--- config.mk ---
export PLATFORM = sky130hd
export DESIGN_NAME = cpu_oci_dct_capture_flat
export DESIGN_NICKNAME = d
export VERILOG_FILES = /design/src/rtl/cpu_oci_dct_capture_if.sv /design/src/rtl/cpu_oci_dct_capture.sv /design/src/flat_wrapper.sv
export SDC_FILE = /design/constraint.sdc
export NUM_CORES = 1
export LEC_CHECK = 0
export ABC_AREA = 1
export CAP_MARGIN = 25
export CORE_ASPECT_RATIO = 1.75
export CORE_MARGIN = 2
export CORE_UTILIZATION = 47
export CTS_BUF_LIST = sky130_fd_sc_hd__clkbuf_16
export CTS_CLUSTER_DIAMETER = 60
export DETAILED_ROUTE_END_ITERATION = 16
export GPL_ROUTABILITY_DRIVEN = 0
export PLACE_DENSITY = 0.72
export REMOVE_ABC_BUFFERS = 1
export SYNTH_ARGS = -nofsm -noshare
export SYNTH_HDL_FRONTEND = slang
export SYNTH_SLANG_ARGS = --single-unit
--- constraint.sdc ---
create_clock -name clk -period 4.23 [get_ports clk]
set_input_delay 0.423 -clock clk [delete_from_list [all_inputs] [get_ports clk]]
set_output_delay 0.423 -clock clk [all_outputs]
set_load 0.05 [all_outputs]
--- src/rtl/cpu_oci_dct_capture_if.sv ---
// DCT capture bus: trace word input from the OCI plus the valid/ready read port.
// master drives trace words and rd_ready; slave is the capture block.
interface cpu_oci_dct_capture_if #(
   parameter int FRAME_W = 2,
   parameter int FRAMES  = 15,
   parameter int CNT_W   = 4
);
   logic                             dct_valid;
   logic [FRAME_W*FRAMES-1:0]        dct_buffer;
   logic [CNT_W-1:0]                 dct_count;
   logic                             rd_valid;
   logic                             rd_ready;
   logic [CNT_W+FRAME_W*FRAMES-1:0]  rd_data;

   modport master (
      output dct_valid, dct_buffer, dct_count, rd_ready,
      input  rd_valid, rd_data
   );

   modport slave (
      input  dct_valid, dct_buffer, dct_count, rd_ready,
      output rd_valid, rd_data
   );
endinterface

--- src/rtl/cpu_oci_dct_capture.sv ---
// Captures {dct_count, dct_buffer} trace words into a FIFO and offers them on a
// registered first-word-fall-through read port. Sequencing of the test end:
//
//   state    | meaning
//   ---------+---------------------------------------------------------
//   IDLE     | after reset, trace ignored until arm
//   CAPTURE  | accepting trace words
//   DRAIN    | test_ending seen, waiting for FIFO empty and test end
//   DONE     | everything drained and test has ended; arm restarts
module cpu_oci_dct_capture #(
   parameter int FRAME_W = 2,
   parameter int FRAMES  = 15,
   parameter int CNT_W   = 4,
   parameter int DEPTH   = 16,
   parameter int OVF_W   = 16
) (
   input  logic                    clk,
   input  logic                    reset,
   input  logic                    arm,
   input  logic                    test_ending,
   input  logic                    test_has_ended,
   cpu_oci_dct_capture_if.slave    bus,
   output logic [$clog2(DEPTH):0]  fifo_level,
   output logic [OVF_W-1:0]        overflow_cnt,
   output logic                    bad_count,
   output logic [1:0]              state,
   output logic                    done
);
   localparam int DW = FRAME_W*FRAMES;
   localparam int EW = CNT_W+DW;
   localparam int AW = $clog2(DEPTH);
   localparam int LW = AW+1;

   typedef enum logic [1:0] {
      ST_IDLE    = 2'b00,
      ST_CAPTURE = 2'b01,
      ST_DRAIN   = 2'b10,
      ST_DONE    = 2'b11
   } state_t;

   state_t            state_q, state_d;
   logic              ended_q;
   logic [LW-1:0]     level_q;
   logic [AW-1:0]     wr_ptr_q, rd_ptr_q, rd_ptr_next;
   logic [EW-1:0]     mem [DEPTH];
   logic              rd_valid_q, rd_valid_d;
   logic [EW-1:0]     rd_data_q, rd_data_d;
   logic [OVF_W-1:0]  ovf_q;
   logic              bad_q;

   logic              count_ok, push_req, pop, full, push, drop_full, bad_word;
   logic [LW-1:0]     level_after_pop;

   assign count_ok  = (bus.dct_count != '0) && (bus.dct_count <= CNT_W'(FRAMES));
   assign push_req  = bus.dct_valid && (state_q == ST_CAPTURE);
   assign bad_word  = push_req && !count_ok;
   assign pop       = rd_valid_q && bus.rd_ready;
   assign full      = (level_q == LW'(DEPTH));
   // A full FIFO still accepts a word when the head leaves in the same cycle.
   assign push      = push_req && count_ok && (!full || pop);
   assign drop_full = push_req && count_ok && full && !pop;

   // The read register looks at the level before this cycle's push, which gives
   // the one-cycle fall-through latency and no bubble between back-to-back pops.
   assign level_after_pop = level_q - LW'(pop);
   assign rd_ptr_next     = rd_ptr_q + AW'(pop);
   assign rd_valid_d      = (level_after_pop != '0);
   assign rd_data_d       = rd_valid_d ? mem[rd_ptr_next] : '0;

   // FSM state register.
   always_ff @(posedge clk or posedge reset) begin
      if (reset) state_q <= ST_IDLE;
      else       state_q <= state_d;
   end

   // FSM next-state logic.
   always_comb begin
      state_d = state_q;
      case (state_q)
         ST_IDLE:    if (arm) state_d = ST_CAPTURE;
         ST_CAPTURE: if (test_ending) state_d = ST_DRAIN;
         ST_DRAIN:   if ((level_q == '0) && ended_q) state_d = ST_DONE;
         ST_DONE:    if (arm) state_d = ST_CAPTURE;
         default:    state_d = ST_IDLE;
      endcase
   end

   // Ended flag and sticky error/overflow counters; arm starts a fresh run.
   always_ff @(posedge clk or posedge reset) begin
      if (reset) begin
         ended_q <= 1'b0;
         ovf_q   <= '0;
         bad_q   <= 1'b0;
      end else if (arm) begin
         ended_q <= 1'b0;
         ovf_q   <= '0;
         bad_q   <= 1'b0;
      end else begin
         if (test_has_ended && (state_q != ST_IDLE)) ended_q <= 1'b1;
         if (bad_word) bad_q <= 1'b1;
         if (drop_full && (ovf_q != '1)) ovf_q <= ovf_q + OVF_W'(1);
      end
   end

   // FIFO pointers and occupancy.
   always_ff @(posedge clk or posedge reset) begin
      if (reset) begin
         wr_ptr_q <= '0;
         rd_ptr_q <= '0;
         level_q  <= '0;
      end else begin
         if (push) wr_ptr_q <= wr_ptr_q + AW'(1);
         rd_ptr_q <= rd_ptr_next;
         if (push && !pop)      level_q <= level_q + LW'(1);
         else if (pop && !push) level_q <= level_q - LW'(1);
      end
   end

   // Registered head of FIFO; zero whenever nothing is offered.
   always_ff @(posedge clk or posedge reset) begin
      if (reset) begin
         rd_valid_q <= 1'b0;
         rd_data_q  <= '0;
      end else begin
         rd_valid_q <= rd_valid_d;
         rd_data_q  <= rd_data_d;
      end
   end

   // Storage array, contents not reset.
   always_ff @(posedge clk) begin
      if (push) mem[wr_ptr_q] <= {bus.dct_count, bus.dct_buffer};
   end

   assign bus.rd_valid  = rd_valid_q;
   assign bus.rd_data   = rd_data_q;
   assign fifo_level    = level_q;
   assign overflow_cnt  = ovf_q;
   assign bad_count     = bad_q;
   assign state         = state_q;
   assign done          = (state_q == ST_DONE);
endmodule

--- src/flat_wrapper.sv ---
// flat-port wrapper written by rule: the top's interface ports become plain ports
module cpu_oci_dct_capture_flat 
#(
   parameter int FRAME_W = 2,
   parameter int FRAMES  = 15,
   parameter int CNT_W   = 4,
   parameter int DEPTH   = 16,
   parameter int OVF_W   = 16
)
  (clk, reset, arm, test_ending, test_has_ended, fifo_level, overflow_cnt, bad_count, state, done, bus_dct_valid, bus_dct_buffer, bus_dct_count, bus_rd_ready, bus_rd_valid, bus_rd_data);
  cpu_oci_dct_capture_if #(.FRAME_W(FRAME_W), .FRAMES(FRAMES), .CNT_W(CNT_W)) bus_i ();
  input  logic clk;
  input  logic reset;
  input  logic arm;
  input  logic test_ending;
  input  logic test_has_ended;
  output logic [$clog2(DEPTH):0] fifo_level;
  output logic [OVF_W-1:0] overflow_cnt;
  output logic bad_count;
  output logic [1:0] state;
  output logic done;
  input wire logic [$bits(bus_i.dct_valid)-1:0] bus_dct_valid;
  input wire logic [$bits(bus_i.dct_buffer)-1:0] bus_dct_buffer;
  input wire logic [$bits(bus_i.dct_count)-1:0] bus_dct_count;
  input wire logic [$bits(bus_i.rd_ready)-1:0] bus_rd_ready;
  output wire logic [$bits(bus_i.rd_valid)-1:0] bus_rd_valid;
  output wire logic [$bits(bus_i.rd_data)-1:0] bus_rd_data;
  assign bus_i.dct_valid = bus_dct_valid;
  assign bus_i.dct_buffer = bus_dct_buffer;
  assign bus_i.dct_count = bus_dct_count;
  assign bus_i.rd_ready = bus_rd_ready;
  assign bus_rd_valid = bus_i.rd_valid;
  assign bus_rd_data = bus_i.rd_data;
  cpu_oci_dct_capture #(.FRAME_W(FRAME_W), .FRAMES(FRAMES), .CNT_W(CNT_W), .DEPTH(DEPTH), .OVF_W(OVF_W)) u_core (.clk(clk), .reset(reset), .arm(arm), .test_ending(test_ending), .test_has_ended(test_has_ended), .bus(bus_i), .fifo_level(fifo_level), .overflow_cnt(overflow_cnt), .bad_count(bad_count), .state(state), .done(done));
endmodule
# ---- After elaboration in Yosys (flattened, before gate mapping)
# Memories as Yosys holds them, arrays and structs flattened.
# Index checks and enable logic that the tools add are counted.
dict set report word_totals {
  mem_bits_rw 544
  regBits 68
  n_memories 1
  out_inout_bits 60
  in_bits 41
}
# name words word_bits read_ports rd_clocked_by_memory_dff write_ports line_no
set memory_table {}
lappend memory_table {u_core.mem 16 34 1 0 1 cpu_oci_dct_capture.sv:45} ;# logic [EW-1:0] mem [DEPTH];
dict set report op_classes {
  mux 15
  n_eq_ne 8
  add_sub_neg 6
  n_lt_le_gt_ge 1
  n_reduce_logical 29
}
# op n
set ops {}
lappend ops {{34-bit 2-to-1 mux} 1}
lappend ops {{16-bit 2-to-1 mux} 2}
lappend ops {{16-bit by 1-bit adder with 16-bit output (second input constant)} 1}
lappend ops {{16-bit inequality test (second input constant)} 1}
lappend ops {{1-bit logical AND} 13}
lappend ops {{5-bit 2-to-1 mux} 2}
lappend ops {{2-bit nonzero test} 5}
lappend ops {{1-bit 2-to-1 mux} 6}
lappend ops {{2-bit 2-to-1 mux} 3}
lappend ops {{2-bit one-hot mux with 3 select lines} 1}
lappend ops {{5-bit by 1-bit adder with 5-bit output (second input constant)} 1}
lappend ops {{5-bit equality test (second input constant)} 1}
lappend ops {{5-bit logical NOT} 1}
lappend ops {{5-bit nonzero test} 1}
lappend ops {{5-bit by 1-bit subtractor with 5-bit output} 1}
lappend ops {{5-bit by 1-bit subtractor with 5-bit output (second input constant)} 1}
lappend ops {{4-bit by 1-bit adder with 4-bit output} 1}
lappend ops {{4-bit by 1-bit adder with 4-bit output (second input constant)} 1}
lappend ops {{2-bit equality test (second input constant)} 2}
lappend ops {{4-bit <= comparator (second input constant)} 1}
lappend ops {{1-bit logical NOT} 4}
lappend ops {{2-bit by 1-bit inequality test with 1-bit output (second input constant)} 2}
lappend ops {{4-bit nonzero test} 1}
lappend ops {{3-bit AND reduction} 1}
lappend ops {{5 further kinds} 5}

# ---- Longest topological paths before layout
dict set report logic_depth {
  word_depth 8
  mapped_depth 15
}

# ---- Least setup slack after synthesis
# No wires, ideal clock.
dict set report synth_timing {
  kind {register to register}
  start {register u_core.state_q[0] (netlist: u_core.state[0])}
  end {memory u_core.mem[11][0] (netlist name) (enable)}
  setup_ns 0.425
  arrival_time_ns 3.018
  stages_incl_launch_ff 8
  n_path_buf 0
  path_slack_ns 0.787
  required_ns 3.805
  path_cell_list {dfrtp_1 -> ha_1 -> nand2_1 -> inv_1 -> nand2_1 -> a21oi_2 -> nand2_1 -> nor2_1}
}
dict set report synth_via {
  elab_chain_cells 6
}
# item line_no
set synth_rtl {}
lappend synth_rtl {{start: declaration} cpu_oci_dct_capture.sv:41} ;# state_t state_q, state_d;
lappend synth_rtl {{start signal: assignment} cpu_oci_dct_capture.sv:73} ;# else state_q <= state_d;
lappend synth_rtl {{2-bit by 1-bit equality test with 1-bit output} cpu_oci_dct_capture.sv:55} ;# assign push_req = bus.dct_valid && (state_q == ST_CAPTURE);
lappend synth_rtl {{1-bit logical AND} cpu_oci_dct_capture.sv:55}
lappend synth_rtl {{1-bit logical AND (2 in a row)} cpu_oci_dct_capture.sv:60} ;# assign push = push_req && count_ok && (!full || pop);
lappend synth_rtl {{named net u_core.push} cpu_oci_dct_capture.sv:51} ;# logic count_ok, push_req, pop, full, push, drop_full, bad_word;
lappend synth_rtl {{1-bit 2-to-1 mux} cpu_oci_dct_capture.sv:132} ;# if (push) mem[wr_ptr_q] <= {bus.dct_count, bus.dct_buffer};
lappend synth_rtl {{1-bit 2-to-1 mux (implied by the code)} cpu_oci_dct_capture.sv:132}
lappend synth_rtl {{end: declaration} cpu_oci_dct_capture.sv:45}
# The timed path passes the listed nets, and every way through them passes these cells.

# ---- Worst setup path after layout
dict set report layout_timing {
  start {register u_core.rd_valid_q (netlist: u_core.bus.rd_valid)}
  end {register u_core.rd_data_q[29] (netlist: u_core.bus.rd_data[29])}
}
dict set report layout_via {
  elab_chain_cells 4
  word_cells_on_any_way 6
}
# item line_no
set layout_rtl {}
lappend layout_rtl {{start: declaration} cpu_oci_dct_capture.sv:46} ;# logic rd_valid_q, rd_valid_d;
lappend layout_rtl {{start signal: assignment} cpu_oci_dct_capture.sv:125} ;# rd_valid_q <= rd_valid_d;
lappend layout_rtl {{1-bit logical AND} cpu_oci_dct_capture.sv:57} ;# assign pop = rd_valid_q && bus.rd_ready;
lappend layout_rtl {{4-bit by 1-bit adder with 4-bit output} cpu_oci_dct_capture.sv:66} ;# assign rd_ptr_next = rd_ptr_q + AW'(pop);
lappend layout_rtl {{named net u_core.rd_ptr_next[0]} cpu_oci_dct_capture.sv:44} ;# logic [AW-1:0] wr_ptr_q, rd_ptr_q, rd_ptr_next;
lappend layout_rtl {{memory 16 x 34 bit} -}
lappend layout_rtl {{34-bit 2-to-1 mux} cpu_oci_dct_capture.sv:68} ;# assign rd_data_d = rd_valid_d ? mem[rd_ptr_next] : '0;
lappend layout_rtl {{named net u_core.rd_data_d[29]} cpu_oci_dct_capture.sv:47} ;# logic [EW-1:0] rd_data_q, rd_data_d;
lappend layout_rtl {{end signal: assignment} cpu_oci_dct_capture.sv:126} ;# rd_data_q <= rd_data_d;
lappend layout_rtl {{end: declaration} cpu_oci_dct_capture.sv:47}
# The timed path passes the listed nets, and every way through them passes these cells.
# A chain may end at the register's enable or synchronous reset.

==> key figures <==
Outcome
  – Outcome: finished, final reports clean

Synthesis
  – Synth Register Bits: a little over 600
  – Synth Instances: ~2100
  – Post-Synthesis Mean Instance Area: approximately 12 µm²
  – Cell Area, Synth: 24600 µm²
  – Sequential-to-total area share from yosys stat: between 70% and 80%
  – Synth warn: 0
  – Distinct cells, synth: 25

Job
  – Max-cap violation count: 0

Place
  – Post-DP HPWL: between 30 and 40 mm
  – Dpl cells: 2823
  – Place WS: about 1000 ps
  – I/O Buffers: 100

Global routing
  – Total Routing Usage GR: around 22%
  – GRT overflow: 0
  – M1 GR Usage: between 20% and 30%
  – Met3 global-route usage: under 10%
  – Met2 Use GR: about two fifths
  – Largest net degree at the start of global routing: around 150
  – Global-route wire length before repair: 92.7 mm
  – Gr busiest metal: met2
  – Vias in the first global route: 16412
  – Initial antenna violation count: 0

Clock network
  – Maximum clock insertion buffer count: 3
  – Inserted Clock Buffers: slightly above 50
  – TritonCTS clock tree: done
  – Clock Root Buffer: clkbuf_16
  – Post-CTS setup buffers: 0
  – Skew-Pair Late Insertion Delay: 600 ps
  – Clock-pin slew on the worst setup and hold paths: roughly 70 ps
  – Clock sink count: just over 600
  – Hold_buf cts: 0
  – H-tree Lvls: 2
  – CTS resizes: 0

Worst setup path
  – Critical path's top delay family: buffers and inverters
  – Critical-path top delay cell: ha_4
  – Critical Path Start: u_core.bus.rd_valid
  – Worst Path Required: around 4800 ps
  – Critical Path Most Common Cell: nand2_1
  – CP startpoint kind: flip-flop
  – CP cell instances: nand2_1, inv_1, ha_4, buf_12, nand2_1, nand3_1, nand2_1, a21oi_1, nor2_1, nor2_1
  – CP Buf/Inv Count: 2
  – Crit. End Element: flip-flop
  – Critical Path AT: approximately 3300 ps
  – Crit path largest cell delay: approximately 590 ps
  – Max FO, Critical Path: approximately 150
  – Crit Path Class: reg -> reg
  – R2R Path Start: u_core.bus.rd_valid

Cells and area
  – Commonest non-fill, non-tap cell in the layout: nand2_1
  – Synth-to-Final Area Change: 15.3%
  – Number of diodes: 0
  – Share of layout cells above drive strength 1: around 6.8%
  – Fin cells: 2918
  – Nets: 2256
  – Most frequent cells in the layout: 702 x nand2_1, 544 x edfxtp_1, 410 x nand3_1

Min path
  – Hold WC Path Type: in -> async

STA
  – Fin Clk Skew: 18.4 ps
  – Fmax: ~360 MHz
  – Slew Limit Fails: 0
  – Post-route setup slack: ~1400 ps
  – Post-route clock period utilization: roughly two thirds
  – Finish-stage setup viols: 0
  – Worst Tran Pin Value: between 800 and 900 ps
  – Final worst path period need: roughly 2800 ps
  – Endpoints failing hold: 0
  – Unrepaired setup endpoints after global routing: no
  – Relative slew slack: 40.4%
  – Smallest hold slack: 184 ps

Power
  – Sequential Power Share: about a third
  – Clk pwr share: 22.0%
  – Pleak: around 0.010 µW
  – Peak VDD IR: just under 0.0006 V
  – Psw: around 9000 µW
  – Power Total: around 22000 µW
  – Cell Pwr Density: about 760 nW/µm²
  – Sw Share: between 40% and 50%
  – P_int: 12400 µW
  – Logic gate share of total power: 43.9%

Floorplanning
  – CORE AREA: ~52000 µm²
  – Row count: between 100 and 150
  – Initial Util: a little under half
  – IO Pins: roughly 100
  – Die Area: approximately 54000 µm²
  – Die Wd: about 180 µm
  – Die extent in y: around 310 µm

Routing
  – Drt drc: 0
  – Iter 0 DRT Violations: about 1800
  – DR WL/cell: slightly above 20 µm
  – Number of nets with antenna violations after routing: 0
  – Vias post-DR: roughly 16000
  – Vias per inst: approximately 5.6
  – Post-Route WL: 60.0 mm
  – Initial DRT Pass Iterations: 6
## worst paths after layout
check,to,slack (ps),cells past startpoint
hold / removal,u_core.bus.rd_data[23],180,2
setup reg to reg,u_core.bus.rd_data[29],1440,10
setup / recovery,u_core.bus.rd_data[29],1440,10
max in group asynchronous,u_core.bus.rd_data[21],3080,4
min in group clk,u_core.ended_q,470,3
hold reg to reg,u_core.bad_count,510,1
## state kept, by name, summed over array words and instances, names as in the netlist, 2 cells and up
signal and cells:
u_core.state 2, u_core.fifo_level 5, u_core.wr_ptr_q 4, u_core.rd_ptr_q 4, u_core.mem 544, u_core.overflow_cnt 16, u_core.bus.rd_data 34
## worst reg2reg max path: cells and delay by family, from the launching register on
family / cells / cell delay [ps]
compound gates: 1 / 360
flops: 1 / 390
buf+inv: 2 / 620
fa+ha+maj: 1 / 590
simple gates: 6 / 750
## power by group through the flow
stage / clock [µW] / combinational, µW / sequential [µW]
after floorplan: 0 / 5130 / 8110
after global placement: 0 / 9200 / 7460
after detailed placement: 0 / 9350 / 7470
after CTS: 4790 / 9410 / 7340
after global routing: 5000 / 10400 / 7380
final: 4740 / 9470 / 7340
## Yosys cell counts (all sizes together)
master,count,share of area [%]
fa,1,0.081
nand3,410,8.3
clkbuf,84,1.3
inv,40,0.61
ha,16,0.81
nand4,5,0.13
edfxtp,544,66
or2,3,0.076
xor2,11,0.42
o22ai,1,0.025
nor2,112,1.7
a21oi,71,1.5
o21bai,2,0.061
xnor2,5,0.18
nor3,1,0.020
nand2,702,11
dfrtp,68,6.9
o21a,1,0.031
o21ai,10,0.20
buf,31,0.60
## per-stage QoR
stage / cell area (µm²) / TNS (ps) / utilization [%]
after global routing: 28400 / 0 / 54.5
after global placement: 26700 / 0 / 51.3
after CTS: 28400 / 0 / 54.5
final: 28400 / 0 / 54.5
after floorplan: 24200 / -277320 / -
after detailed placement: 26700 / 0 / 51.3
## kinds of logic (layout without fill, tap and decap cells)
group	Yosys count	in the layout	share of synthesized area [%]
AND/OR/NAND/NOR	1233	1233	21.0
adder cells (fa/ha/maj)	17	17	0.894
AO/OA/AOI/OAI	85	85	1.78
XOR/XNOR	16	16	0.600
buffers and inverters	155	277	2.49
flip-flops	612	612	73.3
## final cells by class
type,instances,area (µm²)
multi-input cells,1351,6150
clock buffers,51,1280
well taps,678,848
flip-flops and latches,612,18000
fillers,4245,23700
clock inverters,44,404
inverters,40,159
repair buffers,142,1520
## metal layers
metal	vias up	wire length (µm)	share of wire (%)
li1	7501	-	-
met1	8080	23100	38
met2	700	31000	52
met3	136	4080	6.8
met4	0	1860	3.1
met5	-	0	0
(Power assumes the default switching activity.)
==> RTL edit 1, RTL diff (config.mk and constraints unchanged) <==
Take the reset off `rd_data_q` and load it in a clocked block of its own.
--- a/src/rtl/cpu_oci_dct_capture.sv
+++ b/src/rtl/cpu_oci_dct_capture.sv
@@ -122,7 +122,9 @@
          rd_valid_q <= 1'b0;
-         rd_data_q  <= '0;
       end else begin
          rd_valid_q <= rd_valid_d;
-         rd_data_q  <= rd_data_d;
       end
+   end
+
+   always_ff @(posedge clk) begin
+      rd_data_q <= rd_data_d;
    end
Behaviour: differs if reset is asserted again (counterexample within 4 cycles, from zero or initial values and one cycle with reset high); with reset held inactive, the same outputs for 4 cycles.
==> RTL edit 1 against the original RTL <==
- first-iteration DRC count is 4.2% lower
- synthesized area barely moved
- count of clock-buffer cells in the layout fell by 1
- via count increased by 0.24%
- worst setup slack got worse by 0.024 ns
- critical path depth shrank 3
- sequential cell count is the same
- wire length grew 2.1%
- sequential power fell by 0.8%
- cell area shrank 1.1%
- power down 2.4%
==> RTL edit 1: results (changes against the original RTL) <==
status=finished clean; Total GRT Usage=22.6% (+0.42 points); share of cells above drive strength 1=6.50% (-0.33 points); CTS buffer count=50 (-2.0%); Via density=5.67 (+0.72%); Iter 0 DRT Violations=1701 (-4.2%); Commonest cells post-synth=nand2_1, edfxtp_1, nand3_1; ys async rst share=5.56% (-5.6 points); vias in the first global route=16500 (+0.82%); Worst EP arrival=3.09 ns (-0.22 ns); crit-path max FO=17 (-89%); Nets=2248 (-0.35%); VDD IR-drop max=0.619 mV (+4.4%); dpl hpwl=36300 µm (+6.9%); CP max stage cell=nor2_4; Residual DRC=0 (unchanged); Post-CTS Setup Repair Bufs=0 (unchanged); Synth top area share=66.4% (about the same); delay-heaviest family, CP=simple AND/OR/NAND/NOR gates; GRT met1 Usage=27.5% (-0.44 points); Synth cell types=29 (+16%); FF-to-FF path depth=7 (-3); NetSw=8.90 mW (-2.3%); clock skew=0.0225 ns (+0.00408 ns); Seq. pwr=7.28 mW (-0.8%); Slew HR=40.4% (about the same); met3 GRT Util=2.68% (-0.22 points); comb pwr=9.25 mW (-2.3%); Pre-antenna DRT Iters=5 (-1); Reg with most FFs=u_core.mem; placed instance area=0.0265 mm² (-0.84%); largest net degree at the start of global routing=138 (-7.4%); detailed-routed wire length on met2=32200 µm (+3.7%); GR Util met2=40.3% (+1.7 points); first-pass GRT wire length=93900 µm (+1.3%); setup slack, reg-to-reg=1.42 ns (-0.02 ns); Seq/Total Area, Yosys=72.6% (-0.62 points); top post-synthesis cells by area=edfxtp_1, nand2_1, nand3_1; met3 WL=4080 µm (about the same); max incr delay on CP=0.56 ns (-0.03 ns); wl on met1=22700 µm (-1.5%); Pleak=10.3 nW (-2.2%); WL per Instance=21.1 µm (+2.6%)
## RTL edit 1: changes by cell type in the layout (fill, tap and decap cells not counted), sizes merged, moves of 4 or more
cell      change
inv           +7
dfxtp        +34
clkinv        -8
o21ai         +4
dfrtp        -34
nand3        +29
nor2         -69
a21oi        -34
nand2        +68
clkinvlp      +4
## RTL edit 1: area by class of cell
class | count | area, µm²
Multi-Input combinational cell | 1345 | 6110
Tap cell | 672 | 841
Clock buffer | 50 | 1250
Inverter | 40 | 158
Timing Repair Buffer | 141 | 1510
Fill cell | 4192 | 23500
Sequential cell | 612 | 17900
Clock inverter | 44 | 327
## RTL edit 1: through the flow
| stage | power, mW | cells | hold WS (ns) | worst slack, ns | TNS (ns) |
|---|---|---|---|---|---|
| final | 21.0 | 2904 | 0.255 | 1.42 | 0 |
| after global routing | 22.1 | 2904 | 0.293 | 1.24 | 0 |
| after CTS | 21.1 | 2904 | 0.248 | 1.40 | 0 |
| after detailed placement | 16.6 | 2810 | 0.495 | 0.925 | 0 |
| after global placement | 16.4 | 2810 | 0.486 | 0.952 | 0 |
| after floorplan | 12.9 | 1997 | 0.463 | -5.73 | -195.89 |
## RTL edit 1: cell families after synthesis
group	share of synthesized area [%]
XOR/XNOR	0.575
adder cells (fa/ha/maj)	0.895
AND/OR/NAND/NOR	21.7
buffers and inverters	3.12
flip-flops	72.6
AO/OA/AOI/OAI	1.07
## RTL edit 1: path summary, 6_finish.rpt
path                                 startpoint                endpoint
worst max-delay path            u_core.state[1]       u_core.mem[0][15]
worst min-delay path                      reset  u_core.overflow_cnt[6]
worst max register to register  u_core.state[1]       u_core.mem[0][15]
worst min register to register   u_core.ended_q          u_core.ended_q
max in group asynchronous                 reset         u_core.state[1]
min in group clk                 test_has_ended          u_core.ended_q
==> RTL edit 2, RTL diff (same settings) <==
Made on the original files. `FRAME_W` is set to 2 in 3 places; all go to 4.
--- a/src/rtl/cpu_oci_dct_capture_if.sv
+++ b/src/rtl/cpu_oci_dct_capture_if.sv
@@ -3,3 +3,3 @@
 interface cpu_oci_dct_capture_if #(
-   parameter int FRAME_W = 2,
+   parameter int FRAME_W = 4,
    parameter int FRAMES  = 15,
--- a/src/rtl/cpu_oci_dct_capture.sv
+++ b/src/rtl/cpu_oci_dct_capture.sv
@@ -10,3 +10,3 @@
 module cpu_oci_dct_capture #(
-   parameter int FRAME_W = 2,
+   parameter int FRAME_W = 4,
    parameter int FRAMES  = 15,
--- a/src/flat_wrapper.sv
+++ b/src/flat_wrapper.sv
@@ -3,3 +3,3 @@
 #(
-   parameter int FRAME_W = 2,
+   parameter int FRAME_W = 4,
    parameter int FRAMES  = 15,
Interface: changed (resized bus_dct_buffer and bus_rd_data); port bits go from 101 to 161. The function was not compared with the original's and may differ.
==> RTL edit 2 against the original RTL <==
- clock skew rose by 0.023 ns
- cell area rose by 80%
- worst setup slack got worse by 0.19 ns
- wire length rose by 85%
- sequential share of layout area rose by 1.5 points
- power rose by 82%
- synthesized area rose by 82%
- sequential cell count rose by 510
- first-iteration DRC count rose by 61%
- critical path type unchanged
- critical endpoint is now u_core.bus.rd_data[20]
- largest cell class unchanged
- largest power group unchanged
==> RTL edit 2: results (changes against the original RTL) <==
Worst setup endpoint=u_core.bus.rd_data[20]; FF-to-FF path depth=12 (+2); Final non-clock buffer share=4.94% (-0.40 points); share of cells above drive strength 1=6.42% (-0.41 points); VDD IR-drop max=0.905 mV (+53%); Total GRT Usage=22.6% (+0.44 points); highest metal used=met5; largest net degree at the start of global routing=187 (+26%); Iter 0 DRT Violations=2858 (+61%); Mean Syn Cell Area=12.0 µm² (+3.6%); Util after Layout=54.1% (-0.42 points); vias in the first global route=28700 (+75%); XOR/XNOR Fraction of Synth Area=0.329% (-0.27 points); Clock Buffer Count=101 (+98%); n_diodes=4 (+4); max incr delay on CP=0.53 ns (-0.06 ns); Port Buffer Count=160 (+60%); ys async rst share=8.73% (-2.4 points); inverter count=41 (+2.5%); dpl hpwl=58400 µm (+72%); clk sinks=1122 (+83%); Synth Area in Compound Gates=1.59% (-0.19 points); setup slack, reg-to-reg=1.25 ns (-0.19 ns); initial antenna violation count=10 (+10); non-filler cells in the finished layout=5140 (+76%); Synth cell types=30 (+20%); status=finished clean; CP max stage cell=buf_4; number of synthesized flops with an enable pin=1024 (+88%); Hold WS=0.306 ns (+0.122 ns); fin crit period=2.98 ns (+0.187 ns); GR Util met2=40.8% (+2.1 points); GRT met1 Usage=27.1% (-0.81 points); Multi-In Gates=2337 (+73%); Worst Tran Pin Value=0.987 ns (+0.0947 ns); met3 GRT Util=3.29% (+0.38 points); WL per Instance=21.6 µm (+4.8%); Nets=3931 (+74%); worst skew pair latency=0.70 ns (+0.10 ns); detailed-routed wire length on met2=57600 µm (+86%); Worst EP arrival=3.57 ns (+0.26 ns); Commonest cells post-synth=nand2_1, edfxtp_1, nand3_1; Seq/Total Area, Yosys=74.1% (+0.81 points); Seq area share=65.1% (+1.5 points); Filler Cells Inserted=7604 (+79%); first-pass GRT wire length=168000 µm (+82%); fraction of area in multi-input gates=20.2% (-1.4 points); Post-Synth Adder-Cell Area=0.491% (-0.40 points); dpl cells=4949 (+75%); total number of H-tree levels=3 (+1); placed instance area=0.0478 mm² (+79%); Clock-cell share=6.40% (+0.48 points); max reg flops=1024 (+88%); Via density=5.63 (+0.14%)
-- RTL edit 2: cell count changes after synthesis, sizes merged, moves of 3 or more --
cell,change
buf,+164
edfxtp,+480
clkbuf,-57
nor2,+61
dfrtp,+30
a21oi,+59
nand3b,+3
nand3,+328
nand2,+539
-- RTL edit 2: power groups by stage --
stage	combinational (mW)	sequential (mW)	clock, mW
after CTS	16.6	13.5	9.19
after global placement	16.3	13.7	0
after detailed placement	16.5	13.7	0
final	16.6	13.5	9.08
after floorplan	7.52	14.7	0
after global routing	18.3	13.5	9.60
-- RTL edit 2: cell families (layout without fill, tap and decap cells) --
| family | Yosys count | count (layout) |
|---|---|---|
| other | 0 | 4 |
| AOI/OAI and AO/OA | 141 | 141 |
| buffers and inverters | 263 | 469 |
| and+or+nand+nor | 2163 | 2163 |
| adders and majority gates | 17 | 17 |
| DFF | 1122 | 1122 |
| xor gates and xnor gates | 16 | 16 |
